<file path="src/rtl/div_result_collector_pkg.sv">
// Shared configuration and coordinate type for the divider output path.
`ifndef max_num_K
`define max_num_K 8
`endif

package div_pkg;

  localparam int unsigned DIV_N         = 8;                        // dividend width
  localparam int unsigned DIV_M         = 4;                        // divisor / remainder width
  localparam int unsigned DIV_NUM_BANKS = 4;                        // accumulator banks
  localparam int unsigned QUOT_W        = DIV_N - DIV_M + 1;        // quotient (row) width
  localparam int unsigned REM_W         = DIV_M;                    // remainder (col) width
  localparam int unsigned KW            = $clog2(`max_num_K) + 1;   // K-tag width
  localparam int unsigned BANK_W        = $clog2(DIV_NUM_BANKS);    // bank select width

  typedef struct packed {
    logic [QUOT_W-1:0] row;
    logic [REM_W-1:0]  col;
    logic [BANK_W-1:0] bank;
    logic [KW-1:0]     k;
  } coord_t;

  // Bank is the low bits of the column index.
  function automatic logic [BANK_W-1:0] bank_of(input logic [REM_W-1:0] rem);
    return rem[BANK_W-1:0];
  endfunction

endpackage

</file>
<file path="src/rtl/div_result_collector_if.sv">
// Divider-side capture and crossbar-side coordinate handshake.
interface div_result_collector_if;
  import div_pkg::*;

  logic              div_rdy;
  logic [QUOT_W-1:0] div_quotient;
  logic [REM_W-1:0]  div_remainder;
  logic [KW-1:0]     div_k;
  logic              busy;
  logic              out_valid;
  logic              out_ready;
  logic [QUOT_W-1:0] out_row;
  logic [REM_W-1:0]  out_col;
  logic [BANK_W-1:0] out_bank;
  logic [KW-1:0]     out_k;

  // Collector side
  modport slave (
    input  div_rdy, div_quotient, div_remainder, div_k, out_ready,
    output busy, out_valid, out_row, out_col, out_bank, out_k
  );

  // Divider + crossbar side
  modport master (
    output div_rdy, div_quotient, div_remainder, div_k, out_ready,
    input  busy, out_valid, out_row, out_col, out_bank, out_k
  );

endinterface

</file>
<file path="src/rtl/div_result_fifo.sv">
// Generic show-ahead synchronous FIFO; head entry is visible whenever count != 0.
module div_result_fifo #(
  parameter int unsigned WIDTH = 8,
  parameter int unsigned DEPTH = 4
) (
  input  logic                     clk,
  input  logic                     rst_n,
  input  logic                     flush_i,
  input  logic                     push_i,
  input  logic                     pop_i,
  input  logic [WIDTH-1:0]         wdata_i,
  output logic [WIDTH-1:0]         rdata_o,
  output logic [$clog2(DEPTH):0]   count_o
);

  localparam int unsigned PW = $clog2(DEPTH);
  localparam logic [PW:0] FULL = (PW+1)'(DEPTH);

  logic [PW-1:0]    wr_ptr_q, wr_ptr_d;
  logic [PW-1:0]    rd_ptr_q, rd_ptr_d;
  logic [PW:0]      count_q, count_d;
  logic [WIDTH-1:0] mem_q [DEPTH];
  logic             do_push, do_pop;

  assign do_push = push_i && (count_q != FULL);
  assign do_pop  = pop_i && (count_q != '0);

  // Next pointer/count; flush overrides any concurrent push or pop.
  always_comb begin
    wr_ptr_d = wr_ptr_q;
    rd_ptr_d = rd_ptr_q;
    count_d  = count_q;
    if (flush_i) begin
      wr_ptr_d = '0;
      rd_ptr_d = '0;
      count_d  = '0;
    end else begin
      if (do_push) wr_ptr_d = wr_ptr_q + 1'b1;
      if (do_pop)  rd_ptr_d = rd_ptr_q + 1'b1;
      case ({do_push, do_pop})
        2'b10:   count_d = count_q + 1'b1;
        2'b01:   count_d = count_q - 1'b1;
        default: count_d = count_q;
      endcase
    end
  end

  // Pointer and occupancy registers.
  always_ff @(posedge clk or negedge rst_n) begin
    if (!rst_n) begin
      wr_ptr_q <= '0;
      rd_ptr_q <= '0;
      count_q  <= '0;
    end else begin
      wr_ptr_q <= wr_ptr_d;
      rd_ptr_q <= rd_ptr_d;
      count_q  <= count_d;
    end
  end

  // Storage array; contents are don't-care until written.
  always_ff @(posedge clk) begin
    if (do_push && !flush_i) mem_q[wr_ptr_q] <= wdata_i;
  end

  // Empty FIFO presents zeros so stale entries never leak out.
  assign rdata_o = (count_q != '0) ? mem_q[rd_ptr_q] : '0;
  assign count_o = count_q;

endmodule

</file>
<file path="src/rtl/div_result_collector.sv">
// Buffers divider results and presents them as crossbar coordinates.
module div_result_collector
  import div_pkg::*;
#(
  parameter int unsigned DEPTH = 4
) (
  input  logic                   clk,
  input  logic                   rst_n,
  div_result_collector_if.slave  bus,
  input  logic                   flush,
  output logic [15:0]            result_cnt
);

  localparam int unsigned CW = $clog2(DEPTH) + 1;
  localparam logic [CW-1:0] FULL = CW'(DEPTH);

  coord_t          wr_coord, rd_coord;
  logic [CW-1:0]   count;
  logic            push, pop;
  logic [15:0]     result_cnt_q, result_cnt_d;

  assign push = bus.div_rdy && !bus.busy;
  assign pop  = bus.out_valid && bus.out_ready;

  // Bank is resolved at capture time and stored with the entry.
  always_comb begin
    wr_coord      = '0;
    wr_coord.row  = bus.div_quotient;
    wr_coord.col  = bus.div_remainder;
    wr_coord.bank = bank_of(bus.div_remainder);
    wr_coord.k    = bus.div_k;
  end

  div_result_fifo #(
    .WIDTH ($bits(coord_t)),
    .DEPTH (DEPTH)
  ) u_fifo (
    .clk     (clk),
    .rst_n   (rst_n),
    .flush_i (flush),
    .push_i  (push),
    .pop_i   (pop),
    .wdata_i (wr_coord),
    .rdata_o (rd_coord),
    .count_o (count)
  );

  // Stall and handshake derive from occupancy only, never from out_ready.
  always_comb begin
    bus.busy      = (count == FULL);
    bus.out_valid = (count != '0);
    bus.out_row   = rd_coord.row;
    bus.out_col   = rd_coord.col;
    bus.out_bank  = rd_coord.bank;
    bus.out_k     = rd_coord.k;
  end

  // Saturating count of accepted results; flush clears it.
  always_comb begin
    result_cnt_d = result_cnt_q;
    if (flush)                              result_cnt_d = '0;
    else if (push && (result_cnt_q != '1))  result_cnt_d = result_cnt_q + 16'd1;
  end

  // Counter register.
  always_ff @(posedge clk or negedge rst_n) begin
    if (!rst_n) result_cnt_q <= '0;
    else        result_cnt_q <= result_cnt_d;
  end

  assign result_cnt = result_cnt_q;

endmodule

</file>
<file path="src/flat_wrapper.sv">
// flat-port wrapper written by rule: the top's interface ports become plain ports
module div_result_collector_flat import div_pkg::*;
#(
  parameter int unsigned DEPTH = 4
)
  (clk, rst_n, flush, result_cnt, bus_div_rdy, bus_div_quotient, bus_div_remainder, bus_div_k, bus_out_ready, bus_busy, bus_out_valid, bus_out_row, bus_out_col, bus_out_bank, bus_out_k);
  div_result_collector_if bus_i ();
  input  logic clk;
  input  logic rst_n;
  input  logic flush;
  output logic [15:0] result_cnt;
  input wire logic [$bits(bus_i.div_rdy)-1:0] bus_div_rdy;
  input wire logic [$bits(bus_i.div_quotient)-1:0] bus_div_quotient;
  input wire logic [$bits(bus_i.div_remainder)-1:0] bus_div_remainder;
  input wire logic [$bits(bus_i.div_k)-1:0] bus_div_k;
  input wire logic [$bits(bus_i.out_ready)-1:0] bus_out_ready;
  output wire logic [$bits(bus_i.busy)-1:0] bus_busy;
  output wire logic [$bits(bus_i.out_valid)-1:0] bus_out_valid;
  output wire logic [$bits(bus_i.out_row)-1:0] bus_out_row;
  output wire logic [$bits(bus_i.out_col)-1:0] bus_out_col;
  output wire logic [$bits(bus_i.out_bank)-1:0] bus_out_bank;
  output wire logic [$bits(bus_i.out_k)-1:0] bus_out_k;
  assign bus_i.div_rdy = bus_div_rdy;
  assign bus_i.div_quotient = bus_div_quotient;
  assign bus_i.div_remainder = bus_div_remainder;
  assign bus_i.div_k = bus_div_k;
  assign bus_i.out_ready = bus_out_ready;
  assign bus_busy = bus_i.busy;
  assign bus_out_valid = bus_i.out_valid;
  assign bus_out_row = bus_i.out_row;
  assign bus_out_col = bus_i.out_col;
  assign bus_out_bank = bus_i.out_bank;
  assign bus_out_k = bus_i.out_k;
  div_result_collector #(.DEPTH(DEPTH)) u_core (.clk(clk), .rst_n(rst_n), .bus(bus_i), .flush(flush), .result_cnt(result_cnt));
endmodule
</file>
<file path="config.mk">
export PLATFORM = sky130hd
export DESIGN_NAME = div_result_collector_flat
export DESIGN_NICKNAME = d
export VERILOG_FILES = /design/src/rtl/div_result_collector_pkg.sv /design/src/rtl/div_result_collector_if.sv /design/src/rtl/div_result_fifo.sv /design/src/rtl/div_result_collector.sv /design/src/flat_wrapper.sv
export SDC_FILE = /design/constraint.sdc
export NUM_CORES = 1
export LEC_CHECK = 0
export BUFFER_PORTS_ARGS = -buffer_cell sky130_fd_sc_hd__buf_2
export CAP_MARGIN = 30
export CORE_MARGIN = 5
export CORE_UTILIZATION = 56
export DETAILED_ROUTE_END_ITERATION = 8
export PLACE_DENSITY_LB_ADDON = 0.12
export SLEW_MARGIN = 20
export SYNTH_ARGS = -nofsm -noshare
export SYNTH_HDL_FRONTEND = slang
export SYNTH_SLANG_ARGS = --single-unit
</file>
<file path="constraint.sdc">
create_clock -name clk -period 2.4 [get_ports clk]
set_input_delay 0.24 -clock clk [delete_from_list [all_inputs] [get_ports clk]]
set_output_delay 0.24 -clock clk [all_outputs]
set_load 0.1 [all_outputs]
</file>
==> results summary <==
The die height came out at 88.37 um. The type of the setup path with the least slack is reg -> out. Global routing consumed, over all layers together, between 10% and 20% of the routing resources. The required time of the critical path is 2160 ps. The total DRC errors in the routed layout came out at 0. The total detailed-routing wirelength is 6410 um.

The most used flip-flop cell after synthesis is edfxtp_1. STA classifies the critical path endpoint as a primary output. The worst relative slew slack is 53.13%.

Once the floorplan was initialized, standard cells occupied 57.75% of the core. The least setup slack across all paths after layout came out at 206.8 ps. Of all nets on the critical path, the largest fanout is 15. After detailed placement, the design holds a cell count of 360.

The fraction of layout instances using a drive strength above 1 came out at 35.76%. The number of antenna violations at the first check in global routing came out at 0. The average wire per standard cell came out at roughly 17 um. The async set-reset flop share out of synthesis came out at 30.67%. The count of vias placed by the detailed router is 2141. During I/O placement, the number of pins put on the boundary was 51. For this design the static power due to leakage is 1.564 nW. The run finished with clean final reports. The wire length of the first global-routing pass is 10860 um. The per-instance average area after synthesis is 14.21 um2.

The level count of the clock H-tree is 3. For the worst-skew pair, the clock arrives at the later sink with an insertion delay of 340 ps. The final cycle utilization of the critical path came out at 91.38%. The growth of design area from synthesis to finish came out at 16.33%. Ranked by instance count, the synthesized netlist is headed by edfxtp_1, dfrtp_1, nor2b_1. Among cell families on the critical path, the largest total delay comes from buffers and inverters. The highest clock rate came out at 456.0 MHz. By area the synthesized netlist is led by edfxtp_1, dfrtp_1, mux4_2.

The final period demand of the worst path came out at 2193 ps. The number of synthesized register bits is 75. The largest voltage drop on the vdd net came out at 0.001261 V. The sum of internal, switching and leakage power is between 4 and 5 mW. The die footprint is 7809 um2.

By instance count, the leading cell after synthesis is edfxtp_1. The number of design-rule violations left by the first detailed-router iteration came out at 123. Yosys mapped the design onto 44 distinct sky130hd cell types. On the critical path, the stage with the largest delay is an instance of mux4_2. The post-synthesis cell type with the largest combined area is edfxtp_1. The half-perimeter wire length after placement came out at 4372 um. The cell sitting at the root of the clock tree is a clkbuf_8.

The net total in the final layout came out at around 320. The worst setup skew after layout came out at 10.66 ps. The CTS tree is done.

STA classifies the critical path startpoint as a register. The number of antenna diodes in the final layout is 0. The critical path data arrival time is 1950 ps. The routability-driven placement congestion ratio is 0.7949. Entering global routing, the biggest net connects 35 pins.

The maximum count of clock buffers along a single path is 2. The number of placement rows is 28. The floorplan core area came out at 5956 um2. The number of slew-limit violations in the final report came to 0. The power per standard cell area came out at 1176 nW/um2. The final instance count without filler cells is approximately 380. The die is 88.37 um wide.

The count of final setup violators came out at 0. The hold violation total from the final report came out at 0. The total overflow left after global routing is 0. The hold slack came out at 105.4 ps. Summing the sequential cell areas from Yosys gives 62.13% of the chip area.

Setup repair after global routing left no endpoint under its margin. The delay contributed by the slowest stage of the critical path is ~540 ps. The tool flagged a number of max-cap violations equal to 0. CTS saw 75 sinks.

For the pin with the worst max-slew slack, the measured transition is 703.0 ps. After synthesis, the largest area contributor takes up 45.40% of total cell area. The number of global-route vias before repair came out at roughly 2200. The summed instance area of the synthesized netlist came out at 3440 um2. Counting every instance in the synthesized netlist gives 242.

The post-place setup slack is 244.2 ps. In this run, CTS created clock tree buffers numbering 9. The number of nets in the synthesized netlist is 266. The count of flip-flops with a built-in enable after synthesis is 52. The critical path goes through buf_4 -> mux4_2 -> nor2b_2 -> buf_2. After clock tree synthesis, the clock-pin slew on the worst setup and hold paths is 80 ps. The count of port buffers added during placement is 50. The worst hold path class is in -> reg.

The detailed-route vias per instance came out at 5.679. The count of antenna-violating nets left after detailed routing is 0. The count of synthesis-stage warnings from yosys is 0. The number of buffers and inverters on the critical path is 2. The first detailed-routing pass ran for 4 iterations.
## cell families (layout without fill, tap and decap cells)
logic type               after synthesis  count (layout)  share of synthesized area (%)
AND/OR/NAND/NOR                       88              88                          14.73
XOR/XNOR                               3               3                         0.7641
buffers and inverters                 17              77                          2.364
multiplexers                          25              25                          12.37
flip-flops                            75              75                          62.13
AO/OA/AOI/OAI                         28              28                          5.239
adder cells (fa/ha/maj)                6               6                          2.401
## per-stage QoR
stage / instance area (um2) / setup TNS (ps) / utilization (%)
5_1_grt: 4001 / 0 / 67.18
3_3_place_gp: 3797 / 0 / 63.76
2_1_floorplan: 3477 / -183.5 / -
6_report: 4001 / 0 / 67.18
4_1_cts: 4001 / 0 / 67.18
3_5_place_dp: 3797 / 0 / 63.76
## metal layers
layer / share of wire [%] / global-route usage (%)
met1: 46 / 25.56
met2: 48 / 28.96
met5: 0 / 0
met4: 1.3 / 8.242
met3: 5.0 / 4.004
## path summary, 6_finish.rpt
| check | startpoint | end | slack (ps) | cells past startpoint |
|---|---|---|---|---|
| setup / recovery | u_core.u_fifo.rd_ptr_q[0]$_DFFE_PN0P_ | bus_out_col[2] | 210 | 4 |
| hold / removal | bus_div_quotient[0] | u_core.u_fifo.mem_q[2][10]$_DFFE_PP_ | 110 | 1 |
| setup reg to reg | u_core.u_fifo.count_o[0]$_DFFE_PN0P_ | u_core.u_fifo.count_o[2]$_DFFE_PN0P_ | 240 | 5 |
| hold reg to reg | u_core.result_cnt[14]$_DFFE_PN0P_ | u_core.result_cnt[14]$_DFFE_PN0P_ | 580 | 2 |
| max in group asynchronous | rst_n | u_core.u_fifo.rd_ptr_q[0]$_DFFE_PN0P_ | 1620 | 2 |
| min in group asynchronous | rst_n | u_core.result_cnt[8]$_DFFE_PN0P_ | 420 | 2 |
## power breakdown
part           internal [mW]  leakage, nW  switching [mW]  total [mW]
registers               1.48        0.788          0.0704        1.55
logic                  0.499        0.686            1.71        2.21
clock network          0.486       0.0901           0.459       0.946
total                   2.47         1.56            2.24        4.70
## final cells by class
| class | instances | area, um2 |
|---|---|---|
| clock buffer | 11 | 131.4 |
| clock inverter | 5 | 62.56 |
| fill | 448 | 1954 |
| inverter | 6 | 22.52 |
| multi-input combinational | 150 | 1264 |
| sequential | 75 | 2137 |
| tap | 75 | 93.84 |
| timing repair buffer | 55 | 290.3 |
## registers in the layout, summed over array words and instances (netlist names)
name,count
u_core.u_fifo.mem_q,52
u_core.result_cnt,16
u_core.u_fifo.count_o,3
u_core.u_fifo.rd_ptr_q,2
u_core.u_fifo.wr_ptr_q,2
## placed cells by master (no fill, tap or decap), drive strengths merged, types with 4 or more instances in the layout
cell,synthesis,routed
dfrtp,23,23
edfxtp,52,52
and2,6,6
mux4,13,13
a21oi,13,13
inv,6,7
a211oi,5,5
nand4,6,6
nor2,18,18
nor3,6,6
clkbuf,5,11
ha,5,5
nand3,7,7
buf,6,54
nor2b,22,22
nand2,8,8
o31ai,4,4
mux2,10,10
## repair_timing
item                      4_1_cts  5_1_grt
hold endpoints to repair       23        0
gates resized for setup         0        0
hold buffers                    1        0
buffers inserted                0        0
Power figures use the tool's default switching activity.
